### src/rtl/vga_fb_arbiter_pkg.sv
// Shared definitions for the framebuffer arbiter.
//   FB_DW          framebuffer data width (32-bit words)
//   FB_AW_DEFAULT  default framebuffer word-address width (16K words)
//   grant_e        per-cycle RAM owner, used internally and for debug
package vga_fb_pkg;

  localparam int unsigned FB_DW         = 32;
  localparam int unsigned FB_AW_DEFAULT = 14;

  typedef enum logic [1:0] {
    GNT_NONE,
    GNT_VGA,
    GNT_CPU
  } grant_e;

endpackage

### src/rtl/vga_fb_arbiter.sv
// Framebuffer RAM arbiter: shares one single-port, 1-cycle-read BRAM between
// the CPU Wishbone slave port and the VGA line-prefetch reader (core clock
// domain only). VGA has fixed priority. After MAX_VGA_RUN consecutive VGA
// grants with the CPU waiting, one CPU slot is forced.
//
// Optional build macro: VGA_FB_ARB_STATS_EN enables the CPU stall-cycle
// counter on o_cpu_stall_cnt. Without it, the output is tied to 0.
//
// Ports:
//   clk, rstn         core clock, asynchronous active-low reset
//   i_wb_*            Wishbone classic slave (byte address, word = adr[AW+1:2])
//   o_wb_rdt/o_wb_ack read data / ack, ack one cycle after grant
//   i_vga_req/addr    VGA read request (level, held until granted) and word address
//   o_vga_gnt         VGA request accepted this cycle
//   o_vga_rdata/rvalid VGA read data, valid one cycle after grant
//   o_ram_*           RAM enable, byte write enables, word address, write data
//   i_ram_rdata       RAM read data, valid the cycle after o_ram_en
//   i_stats_clr       synchronous clear of the stall counter
//   o_cpu_stall_cnt   cycles the CPU waited while pending (saturating)
module vga_fb_arbiter
  import vga_fb_pkg::*;
#(
  parameter int unsigned AW          = FB_AW_DEFAULT,
  parameter int unsigned MAX_VGA_RUN = 8
) (
  input  logic              clk,
  input  logic              rstn,
  input  logic              i_wb_cyc,
  input  logic              i_wb_stb,
  input  logic              i_wb_we,
  input  logic [AW+1:0]     i_wb_adr,
  input  logic [FB_DW-1:0]  i_wb_dat,
  input  logic [3:0]        i_wb_sel,
  output logic [FB_DW-1:0]  o_wb_rdt,
  output logic              o_wb_ack,
  input  logic              i_vga_req,
  input  logic [AW-1:0]     i_vga_addr,
  output logic              o_vga_gnt,
  output logic [FB_DW-1:0]  o_vga_rdata,
  output logic              o_vga_rvalid,
  output logic              o_ram_en,
  output logic [3:0]        o_ram_we,
  output logic [AW-1:0]     o_ram_addr,
  output logic [FB_DW-1:0]  o_ram_wdata,
  input  logic [FB_DW-1:0]  i_ram_rdata,
  input  logic              i_stats_clr,
  output logic [31:0]       o_cpu_stall_cnt
);

  localparam logic [7:0] RUN_MAX = 8'(MAX_VGA_RUN);

  grant_e     grant;
  logic       cpu_pend;
  logic       gnt_cpu;
  logic       gnt_vga;
  logic       ack_q,    ack_d;
  logic       rvalid_q, rvalid_d;
  logic [7:0] run_q,    run_d;

  // The ~ack term keeps a CPU strobe still held in its ack cycle from being
  // granted a second time.
  assign cpu_pend = i_wb_cyc & i_wb_stb & ~ack_q;

  always_comb begin
    grant = GNT_NONE;
    if (cpu_pend && (!i_vga_req || run_q == RUN_MAX)) begin
      grant = GNT_CPU;
    end else if (i_vga_req) begin
      grant = GNT_VGA;
    end
  end

  assign gnt_cpu = (grant == GNT_CPU);
  assign gnt_vga = (grant == GNT_VGA);

  // Run length of VGA grants taken while the CPU waits. Any CPU grant or a
  // CPU that is no longer pending starts the count over.
  always_comb begin
    run_d = run_q;
    if (gnt_cpu || !cpu_pend) begin
      run_d = '0;
    end else if (gnt_vga && run_q != RUN_MAX) begin
      run_d = run_q + 8'd1;
    end
  end

  always_comb begin
    ack_d    = gnt_cpu;
    rvalid_d = gnt_vga;
  end

  always_ff @(posedge clk or negedge rstn) begin
    if (!rstn) begin
      ack_q    <= 1'b0;
      rvalid_q <= 1'b0;
      run_q    <= '0;
    end else begin
      ack_q    <= ack_d;
      rvalid_q <= rvalid_d;
      run_q    <= run_d;
    end
  end

  assign o_vga_gnt    = gnt_vga;
  assign o_wb_ack     = ack_q;
  assign o_vga_rvalid = rvalid_q;
  assign o_wb_rdt     = i_ram_rdata;
  assign o_vga_rdata  = i_ram_rdata;

  assign o_ram_en    = gnt_cpu | gnt_vga;
  assign o_ram_addr  = gnt_cpu ? i_wb_adr[AW+1:2] : i_vga_addr;
  assign o_ram_we    = (gnt_cpu && i_wb_we) ? i_wb_sel : '0;
  assign o_ram_wdata = i_wb_dat;

`ifdef VGA_FB_ARB_STATS_EN
  logic [31:0] stall_q, stall_d;

  // Clear takes precedence over a same-cycle increment.
  always_comb begin
    stall_d = stall_q;
    if (i_stats_clr) begin
      stall_d = '0;
    end else if (cpu_pend && !gnt_cpu && stall_q != '1) begin
      stall_d = stall_q + 32'd1;
    end
  end

  always_ff @(posedge clk or negedge rstn) begin
    if (!rstn) begin
      stall_q <= '0;
    end else begin
      stall_q <= stall_d;
    end
  end

  assign o_cpu_stall_cnt = stall_q;

  logic unused_adr_bits;
  assign unused_adr_bits = ^i_wb_adr[1:0];
`else
  assign o_cpu_stall_cnt = '0;

  logic unused_inputs;
  assign unused_inputs = ^{i_wb_adr[1:0], i_stats_clr};
`endif

endmodule

### config.mk
export PLATFORM = sky130hd
export DESIGN_NAME = vga_fb_arbiter
export DESIGN_NICKNAME = d
export VERILOG_FILES = /design/src/rtl/vga_fb_arbiter_pkg.sv /design/src/rtl/vga_fb_arbiter.sv
export SDC_FILE = /design/constraint.sdc
export NUM_CORES = 1
export LEC_CHECK = 0
export BUFFER_PORTS_ARGS = -buffer_cell sky130_fd_sc_hd__buf_2
export CORE_AREA = 2 2 98 100
export DETAILED_ROUTE_END_ITERATION = 10
export DIE_AREA = 0 0 100 102
export PLACE_DENSITY_LB_ADDON = 0.25
export SETUP_SLACK_MARGIN = 0.05
export SLEW_MARGIN = 20
export SYNTH_ARGS = -nofsm -noshare
export SYNTH_HDL_FRONTEND = slang
export SYNTH_SLANG_ARGS = --single-unit
export TNS_END_PERCENT = 5
### constraint.sdc
create_clock -name clk -period 1.9 [get_ports clk]
set_input_delay 0.285 -clock clk [delete_from_list [all_inputs] [get_ports clk]]
set_output_delay 0.285 -clock clk [all_outputs]
set_load 0.005 [all_outputs]
==> results of run 1 <==
cells by family after synthesis:
kind of cell | after synthesis | share of synthesized area (%)
buffers and inverters | 132 | 59.27
other | 1 | 0.2240
AO/OA/AOI/OAI | 2 | 1.420
XOR/XNOR | 6 | 3.139
multiplexers | 14 | 10.54
AND/OR/NAND/NOR | 26 | 8.968
flip-flops | 10 | 14.95
adder cells (fa/ha/maj) | 2 | 1.495
state kept, by name (all words and copies together), names as in the netlist:
register	count
run_q	8
o_vga_rvalid	1
o_wb_ack	1
stage by stage:
stage,setup WS [ps],utilization [%],cell area [µm²],setup TNS [ps]
floorplan,-11.02,-,1790,-55.08
finish,-358.0,16.29,1484,-5557
detailed placement,-139.1,14.53,1324,-1671
global placement,-138.7,14.53,1324,-1617
CTS,-393.3,15.87,1445,-6067
global route,-445.3,16.29,1484,-7181
final timing paths:
path | to | depth (start not counted)
worst max register to register | run_q[3]$_DFFE_PN0P_ | 5
max in group asynchronous | run_q[4]$_DFFE_PN0P_ | 2
worst min-delay path | o_vga_rvalid$_DFF_PN0_ | 2
worst min register to register | run_q[0]$_DFFE_PN0P_ | 2
min in group asynchronous | run_q[0]$_DFFE_PN0P_ | 2
worst max-delay path | o_ram_addr[12] | 6
layout make-up:
class,instances,share of cell area [%]
repair buffers,70,29.85
inverters,3,0.7589
flip-flops and latches,10,16.86
multi-input cells,82,40.39
clock buffers,3,2.782
well taps,111,9.359
what timing repair did:
item                                    CTS  global route
hold buffers                              1             0
setup buffers                             0             1
endpoints found under the hold margin    10             0
endpoints found under the setup margin   19            19
pin swaps                                 0             1
cloned                                    0             0
resized for setup                        14             5
report_power, final:
part           switching (W)  total [W]  leakage (nW)  internal, W
Sequential        0.00000187   0.000218         0.137     0.000217
Combinational      0.0000700   0.000170         0.620    0.0000999
Clock              0.0000828   0.000222        0.0216     0.000139
cells in the final DEF (no fill, tap or decap), drive strengths merged, types with 2 or more instances in the layout:
master / n
clkbuf: 3
nor2: 9
mux2: 14
nand3: 6
and3: 6
dfrtp: 10
inv: 3
xor2: 5
conb: 32
buf: 69
ha: 2
layer usage:
layer	share of wire (%)	global-route usage [%]	routed length, µm	vias to the layer above
met5	0	0	0	-
met4	5.4	5.690	166	0
met3	16	3.146	497	20
met2	49	8.628	1480	109
met1	30	4.915	904	394
li1	-	-	-	398
==> flow_metrics.env, run 1 <==
export IMPL_synth_seq_cells=10
export IMPL_layout_setup_ws_ps=-358.0
export IMPL_num_io_pins=255
export IMPL_fmax_mhz=442.9
export IMPL_grt_max_degree=14
export IMPL_synthTopCellsByCount="buf_4 (128), dfrtp_1 (10), mux2_2 (9), nor2_1 (9), nand3_1 (6)"
export IMPL_cp_data_required_time_ps=1620
export IMPL_drive_gt1_share_pct=55.95
export IMPL_regArea_um2=250.2
export IMPL_crit_buf_inv=2
export IMPL_finalSetupViolations=19
export IMPL_violations="setup timing"
export IMPL_cp_cell_sequence="nor4_4 > nand4b_4 > a21oi_4 > buf_4 > mux2_4 > buf_2"
export IMPL_drt_pass1_iter_count=4
export IMPL_synthTopCellsByArea="buf_4 (57%), dfrtp_1 (15%), mux2_2 (6.1%), mux2_4 (4.5%), xor2_1 (2.6%)"
export IMPL_place_inst=274
export IMPL_diodes=0
export IMPL_netlist_cell_type_count=21
export IMPL_vdd_ir_drop_max_uv=153.7
export IMPL_hp_class="input port to register"
export IMPL_grt_total_usage_pct=5.528
export IMPL_hold_start="i_vga_req"
export IMPL_status="complete, but fails checks"
export IMPL_portBuffers=59
export IMPL_clock_latency_ps=240
export IMPL_rows=35
export IMPL_clkSinkCount=10
export IMPL_synth_edff_count=0
export IMPL_r2r_slack_ps=380
export IMPL_multi_input_area_um2=599.3
export IMPL_cpPeakStageDelay_ps=400
export IMPL_final_cell_count_no_fill=279
export IMPL_synth_largest_area_cell="buf_4"
export IMPL_powerDensity_mw_per_mm2=411.0
export IMPL_place_congestion=0.7060
export IMPL_ys_warn_count=0
export IMPL_cellLeakagePower_nw=0.7782
export IMPL_drc=0
export IMPL_overflow=0
export IMPL_worstPathArrival_ps=1970
export IMPL_power_w=0.0006098
export IMPL_fin_crit_ps=2258
export IMPL_yosysSeqAreaShare_pct=14.95
export IMPL_grt_pass1_wl_um=4367
export IMPL_die_w_um=100
export IMPL_clkTransAtPathRegs_ps=50
export IMPL_cts_buffers=3
export IMPL_cts_tree="yes"
export IMPL_synth_most_common_cell="buf_4"
export IMPL_antenna_found_initial=0
export IMPL_synth_ff_type="dfrtp_1"
export IMPL_synthCells=193
export IMPL_finClkSkew_ps=0.4017
export IMPL_r2r_start="run_q[6]$_DFFE_PN0P_"
export IMPL_criticalPathCategory="register to output pin"
export IMPL_hold_viol=0
export IMPL_cts_root_buf="clkbuf_8"
export IMPL_die_h_um=102
export IMPL_routed_via_density=3.301
export IMPL_cpLargestDelayFamily="simple AND/OR/NAND/NOR gates"
export IMPL_synth_avg_cell_area_um2=8.674
export IMPL_fin_nets=277
export IMPL_async_flop_share_pct=100.0
export IMPL_slew_viol_final=0
export IMPL_clockBufferDepth=2
export IMPL_holdWs_ps=366.4
export IMPL_worstSetupEndpointType="output pin"
export IMPL_start_kind="register"
export IMPL_wl_um=3047
export IMPL_start_util_pct=18.38
export IMPL_n_fill_cell=1032
export IMPL_h_tree_depth=1
export IMPL_cp_startpoint="run_q[6]$_DFFE_PN0P_"
export IMPL_syn_area_mm2=0.001674
export IMPL_post_drt_wl_per_cell_um=10.92
export IMPL_max_cap_viol_count=0
export IMPL_syn_to_final_growth_pct=-11.36
export IMPL_hpwl_um=2563
export IMPL_drt_iter0_drc=7
export IMPL_fp_coreArea_mm2=0.009109
export IMPL_antenna_left=0
export IMPL_num_vias=921
export IMPL_slowest_stage="dfrtp_1"
export IMPL_grt_pass1_vias=882
export IMPL_critPathMaxFanout=5
export IMPL_rsz0062_at_grt="true"
export IMPL_post_route_period_util_pct=118.8
export IMPL_synth_top_area_share_pct=57.40
export IMPL_design_die_area_mm2=0.01020
No activity file was read; power rests on OpenSTA's default activity.
==> run 2, diff against run 1 <==
==> constraint.sdc (replaced) <==
create_clock -name clk -period 1.9 [get_ports clk]
set_input_delay 0.095 -clock clk [delete_from_list [all_inputs] [get_ports clk]]
set_output_delay 0.095 -clock clk [all_outputs]
set_load 0.005 [all_outputs]
==> run 2 against run 1 <==
The flow still finishes with violations (setup timing). Setup slack better by 210 ps. Register-to-register slack worse by 140 ps. Die area stayed put. Design area decreased by 2.1%. Critical path type unchanged. Highest routed layer unchanged.
==> flow_metrics.env, run 2 (same netlist as run 1, synthesis figures left out) <==
export IMPL_clkTransAtPathRegs_ps=50
export IMPL_grt_max_degree=14
export IMPL_cts_buffers=3
export IMPL_fp_coreArea_mm2=0.009109
export IMPL_h_tree_depth=1
export IMPL_cp_data_required_time_ps=1800
export IMPL_post_drt_wl_per_cell_um=11.40
export IMPL_r2r_start="run_q[4]$_DFFE_PN0P_"
export IMPL_finalSetupViolations=14
export IMPL_powerDensity_mw_per_mm2=447.8
export IMPL_violations="setup timing"
export IMPL_final_common_cell="buf_2"
export IMPL_num_io_pins=255
export IMPL_largest_reg_flops=8
export IMPL_cts_root_buf="clkbuf_8"
export IMPL_r2r_slack_ps=240
export IMPL_cts_tree="yes"
export IMPL_place_congestion=0.7093
export IMPL_hold_viol=0
export IMPL_final_cell_mix="buf_2 (51), conb_1 (32), dfrtp_1 (10)"
export IMPL_clock_latency_ps=240
export IMPL_overflow=0
export IMPL_hold_start="i_wb_dat[27]"
export IMPL_portBuffers=59
export IMPL_start_util_pct=18.38
export IMPL_reg2reg_to="run_q[3]$_DFFE_PN0P_"
export IMPL_drt_iter0_drc=21
export IMPL_design_die_area_mm2=0.01020
export IMPL_rows=35
export IMPL_min_to="o_ram_wdata[27]"
export IMPL_syn_to_final_growth_pct=-13.23
export IMPL_worstSetupEndpointType="output pin"
export IMPL_power_w=0.0006504
export IMPL_fin_crit_ps=2051
export IMPL_layout_setup_ws_ps=-151.4
export IMPL_regMostFlops="run_q"
export IMPL_start_kind="register"
export IMPL_combPwrFrac_pct=24.7
export IMPL_max_cap_viol_count=0
export IMPL_holdWs_ps=190.0
export IMPL_routed_via_density=3.314
export IMPL_fmax_mhz=487.5
export IMPL_die_h_um=102
export IMPL_wl_um=3159
export IMPL_clkSinkCount=10
export IMPL_p_seq_share_pct=33.5
export IMPL_finClkSkew_ps=4.162
export IMPL_drt_pass1_iter_count=4
export IMPL_critPathMaxFanout=13
export IMPL_cellLeakagePower_nw=0.7477
export IMPL_post_route_period_util_pct=108.0
export IMPL_power_share_switching_pct=24.46
export IMPL_clockBufferDepth=2
export IMPL_antenna_left=0
export IMPL_rsz0062_at_grt="true"
export IMPL_status="complete, but fails checks"
export IMPL_vdd_ir_drop_max_uv=143.1
export IMPL_hp_class="input port to output pin"
export IMPL_diodes=0
export IMPL_antenna_found_initial=0
export IMPL_slew_viol_final=0
export IMPL_die_w_um=100
export IMPL_p_sw_w=0.0001591
export IMPL_drc=0
export IMPL_hpwl_um=2731
export IMPL_r2r_worst_path_cells=6
export IMPL_grt_total_usage_pct=5.831
export IMPL_criticalPathCategory="register to output pin"
export IMPL_grt_pass1_vias=833
export IMPL_clkPwrFrac_pct=41.8
export IMPL_fin_nets=274
export IMPL_p_int_w=0.0004913
export IMPL_num_vias=918
export IMPL_drive_gt1_share_pct=55.42
export IMPL_grt_pass1_wl_um=4367
export IMPL_worstPathArrival_ps=1960
export IMPL_whs_path_depth=0
[run 2: changes by cell type in the layout (fill, tap and decap cells not counted), sizes merged]
cell	change
clkbuf	+1
buf	-3
[run 2: stage by stage]
step                setup TNS (ps)  instance area [µm²]  worst slack (ps)  util, %  instances
global route                 -3626                 1453            -256.8    15.95        277
CTS                          -2321                 1413            -186.0    15.51        277
floorplan                        0                 1790             135.1        -        224
finish                       -1829                 1453            -151.4    15.95        277
detailed placement               0                 1301             58.76    14.29        271
global placement                 0                 1301             48.17    14.29        271
[run 2: worst max-delay path: stages (launching register included)]
cell,delay (ps)
dfrtp_1,400
nor4_4,350
nand4b_4,160
a21oi_4,190
buf_12,160
mux2_2,330
buf_2,130
[run 2: worst max path at each step]
stage	start	end	slack, ps	cells past startpoint
after floorplan	run_q[5]$_DFFE_PN0P_	o_ram_addr[10]	140	5
after detailed placement	run_q[5]$_DFFE_PN0P_	o_ram_addr[8]	60	6
after CTS	run_q[4]$_DFFE_PN0P_	o_ram_addr[2]	-190	6
after global placement	run_q[5]$_DFFE_PN0P_	o_ram_addr[8]	50	6
final	run_q[4]$_DFFE_PN0P_	o_ram_addr[1]	-150	6
after global routing	run_q[4]$_DFFE_PN0P_	o_ram_addr[3]	-260	6
[run 2: layout make-up]
cell class	instances	area, µm²
Tap cell	111	138.9
Clock buffer	4	55.05
Sequential cell	10	250.2
Inverter	3	11.26
Fill cell	1036	7656
Multi-Input combinational cell	82	573.1
Timing Repair Buffer	67	424.2
[run 2: power groups by stage]
| stage | Sequential (W) | Combinational (W) | Clock, W |
|---|---|---|---|
| after floorplan | 0.000222 | 0.000277 | 0 |
| after global placement | 0.000222 | 0.000144 | 0 |
| after detailed placement | 0.000222 | 0.000144 | 0 |
| after CTS | 0.000218 | 0.000159 | 0.000283 |
| after global routing | 0.000218 | 0.000179 | 0.000291 |
| final | 0.000218 | 0.000160 | 0.000272 |
[run 2: layer usage]
layer | share of wire (%) | global-route usage [%]
met1 | 27 | 4.793
met2 | 52 | 9.771
met3 | 18 | 3.557
met4 | 3.4 | 5.269
met5 | 0 | 0
[run 2: timing repair]
item                                    CTS  global route
endpoints found under the setup margin   18            19
setup buffers                             1             0
gates resized for setup                   7             6
gates cloned                              0             0
endpoints found under the hold margin    10             0
pin swaps                                 3             0
hold buffers                              1             0
==> run 3, diff against run 2 <==
--- a/config.mk
+++ b/config.mk
@@ -5,10 +5,11 @@
 export SDC_FILE = /design/constraint.sdc
 export NUM_CORES = 1
 export LEC_CHECK = 0
+export ABC_AREA = 1
 export BUFFER_PORTS_ARGS = -buffer_cell sky130_fd_sc_hd__buf_2
-export CORE_AREA = 2 2 98 100
+export CORE_AREA = 2 2 99 101
 export DETAILED_ROUTE_END_ITERATION = 10
-export DIE_AREA = 0 0 100 102
+export DIE_AREA = 0 0 101 103
 export PLACE_DENSITY_LB_ADDON = 0.25
 export SETUP_SLACK_MARGIN = 0.05
 export SLEW_MARGIN = 20
==> run 3 against run 2 <==
Sequential power is essentially flat. Combinational power hardly changed. Core utilization fell by 0.72 points. Cell count rose by 20%. The flow now finishes without violations. Largest power group unchanged. Critical endpoint is now o_vga_gnt. Non-clock buffer count is the same.
==> flow_metrics.env, run 3 <==
export IMPL_status="complete, no violations"
export IMPL_num_io_pins=255
export IMPL_drive_gt1_share_pct=34.25
export IMPL_hold_start="i_vga_req"
export IMPL_grt_pass1_wl_um=4954
export IMPL_synth_seq_cells=10
export IMPL_fmax_mhz=577.0
export IMPL_muxShareOfSynthArea_pct=0
export IMPL_synth_avg_cell_area_um2=6.977
export IMPL_worstPathArrival_ps=1640
export IMPL_start_util_pct=18.29
export IMPL_slowest_stage="dfrtp_1"
export IMPL_cp_data_required_time_ps=1800
export IMPL_largest_reg_flops=8
export IMPL_grt_total_usage_pct=6.120
export IMPL_synthTopCellsByArea="buf_4 (56%), dfrtp_1 (14%), nand2_1 (8.9%), nand3_1 (5.5%), nor2_1 (3.9%)"
export IMPL_start_kind="register"
export IMPL_max_cap_viol_count=0
export IMPL_reg2reg_to="o_vga_rvalid$_DFF_PN0_"
export IMPL_synth_top_area_share_pct=55.97
export IMPL_place_congestion=0.7120
export IMPL_rsz0062_at_grt="false"
export IMPL_whs_path_depth=3
export IMPL_cts_buffers=3
export IMPL_final_area_mm2=0.001440
export IMPL_drt_pass1_iter_count=2
export IMPL_final_cell_count_no_fill=333
export IMPL_cpPeakStageDelay_ps=390
export IMPL_synth_xor_area_share_pct=1.518
export IMPL_finalSetupViolations=0
export IMPL_hp_class="input port to register"
export IMPL_final_cell_mix="buf_2 (59), nand2_1 (41), conb_1 (32)"
export IMPL_portBuffers=59
export IMPL_r2r_start="run_q[1]$_DFFE_PN0P_"
export IMPL_worstSetupEndpointType="output pin"
export IMPL_synth_ff_type="dfrtp_1"
export IMPL_async_flop_share_pct=100.0
export IMPL_layout_setup_ws_ps=166.8
export IMPL_syn_area_mm2=0.001730
export IMPL_synth_largest_area_cell="buf_4"
export IMPL_clkSinkCount=10
export IMPL_drt_iter0_drc=20
export IMPL_fin_nets=328
export IMPL_fin_crit_ps=1733
export IMPL_ys_warn_count=0
export IMPL_grt_pass1_vias=970
export IMPL_min_to="o_vga_rvalid$_DFF_PN0_"
export IMPL_r2r_slack_ps=500
export IMPL_crit_buf_inv=4
export IMPL_die_h_um=103
export IMPL_r2r_worst_path_cells=8
export IMPL_hold_viol=0
export IMPL_place_inst=324
export IMPL_pre_cts_ws_ps=271.8
export IMPL_n_fill_cell=1094
export IMPL_routed_via_density=3.384
export IMPL_yosysSeqAreaShare_pct=14.46
export IMPL_synth_edff_count=0
export IMPL_synth_top_family_by_area="buffers and inverters"
export IMPL_synthTopCellsByCount="buf_4 (129), nand2_1 (41), nand3_1 (19)"
export IMPL_clockBufferDepth=2
export IMPL_diodes=0
export IMPL_critPathMaxFanout=8
export IMPL_cpLargestDelayFamily="buffers and inverters"
export IMPL_cts_tree="yes"
export IMPL_finClkSkew_ps=0.7574
export IMPL_rows=36
export IMPL_hpwl_um=3053
export IMPL_clock_latency_ps=230
export IMPL_fp_coreArea_mm2=0.009459
export IMPL_worst_pin_slew_ps=523.6
export IMPL_place_area_mm2=0.001323
export IMPL_powerDensity_mw_per_mm2=417.4
export IMPL_num_vias=1127
export IMPL_final_common_cell="buf_2"
export IMPL_drc=0
export IMPL_synth_most_common_cell="buf_4"
export IMPL_cpMostUsedCell="inv_1"
export IMPL_slew_headroom_pct=65.06
export IMPL_slew_viol_final=0
export IMPL_wl_um=3766
export IMPL_grt_max_degree=16
export IMPL_cellLeakagePower_nw=0.8289
export IMPL_post_drt_wl_per_cell_um=11.31
export IMPL_power_w=0.0006011
export IMPL_synthAdderAreaFrac_pct=1.446
export IMPL_antenna_found_initial=0
export IMPL_cp_depth=9
export IMPL_criticalPathCategory="register to output pin"
export IMPL_overflow=0
export IMPL_design_die_area_mm2=0.01040
export IMPL_vdd_ir_drop_max_uv=226.1
export IMPL_cp_cell_sequence="inv_1 > ha_1 > nand3_2 > o21ai_4 > buf_12 > nand2_4 > inv_1 > nor2_1 > buf_2"
export IMPL_post_route_period_util_pct=91.22
export IMPL_cts_root_buf="clkbuf_8"
export IMPL_antenna_left=0
export IMPL_fin_setup_tns_ps=0
export IMPL_synth_simple_gate_area_share_pct=19.88
export IMPL_die_w_um=101
export IMPL_clkTransAtPathRegs_ps=50
export IMPL_regMostFlops="run_q"
export IMPL_syn_to_final_growth_pct=-16.78
export IMPL_netlist_cell_type_count=19
export IMPL_synth_compound_area_share_pct=2.097
export IMPL_h_tree_depth=1
export IMPL_synthCells=248
-- run 3: cell types whose count changed after synthesis, moves of 2 or more --
cell / change
nand2_1: +40
inv_1: +13
nand3_1: +13
mux2_2: -9
nor2_1: +9
mux2_4: -5
and3_2: -4
xor2_1: -3
and3_1: -2
-- run 3: stage by stage --
step	util [%]	hold WS, ps
final	15.22	159.0
after global routing	15.22	182.8
after CTS	14.60	160.3
after detailed placement	13.98	-22.57
after global placement	13.98	-27.03
after floorplan	-	-200.6
-- run 3: kinds of logic (layout without fill, tap and decap cells) --
group | Yosys count | in the layout
buffers and inverters | 147 | 86
AND/OR/NAND/NOR | 81 | 82
flip-flops | 10 | 10
AO/OA/AOI/OAI | 4 | 4
XOR/XNOR | 3 | 3
adder cells (fa/ha/maj) | 2 | 2
other | 1 | 32
-- run 3: what timing repair did --
action | in CTS | in global routing
resized for setup | 0 | 4
endpoints found under the hold margin | 10 | 0
pin swaps | 1 | 2
endpoints found under the setup margin | 16 | 17
buffers inserted | 1 | 3
cloned | 0 | 1
hold buffers | 1 | 0
-- run 3: final cells by class --
cell class | instances | area, µm² | area share, %
Clock buffer | 3 | 41.29 | 2.867
Multi-Input combinational cell | 123 | 568.0 | 39.44
Sequential cell | 10 | 250.2 | 17.38
Tap cell | 114 | 142.6 | 9.904
Timing Repair Buffer | 67 | 377.9 | 26.24
Inverter | 16 | 60.06 | 4.170
-- run 3: power by group --
| group | internal [W] | switching, W |
|---|---|---|
| Sequential | 0.000217 | 0.00000181 |
| Clock | 0.000139 | 0.0000827 |
| Combinational | 0.0000755 | 0.0000855 |
-- run 3: per-layer routing --
layer	share of wire (%)	routed length, µm	GRT usage (%)	vias to the layer above
li1	-	-	-	538
met1	29	1105	5.641	444
met2	48	1801	10.41	132
met3	20	759	4.339	13
met4	2.6	99	2.703	0
met5	0	0	0	-
-- run 3: worst min-delay path, cell delays in order --
cell,delay [ps]
buf_2,130
inv_1,70
nor2_1,60
-- run 3: how the worst max path moves through the flow --
stage / slack [ps] / end / startpoint
final: 170 / o_vga_gnt / run_q[1]$_DFFE_PN0P_
after global routing: 60 / o_ram_addr[11] / run_q[1]$_DFFE_PN0P_
after CTS: 60 / o_ram_we[3] / run_q[0]$_DFFE_PN0P_
after detailed placement: 270 / o_ram_we[3] / run_q[0]$_DFFE_PN0P_
after global placement: 270 / o_ram_we[3] / run_q[0]$_DFFE_PN0P_
after floorplan: 550 / o_ram_addr[10] / run_q[0]$_DFFE_PN0P_
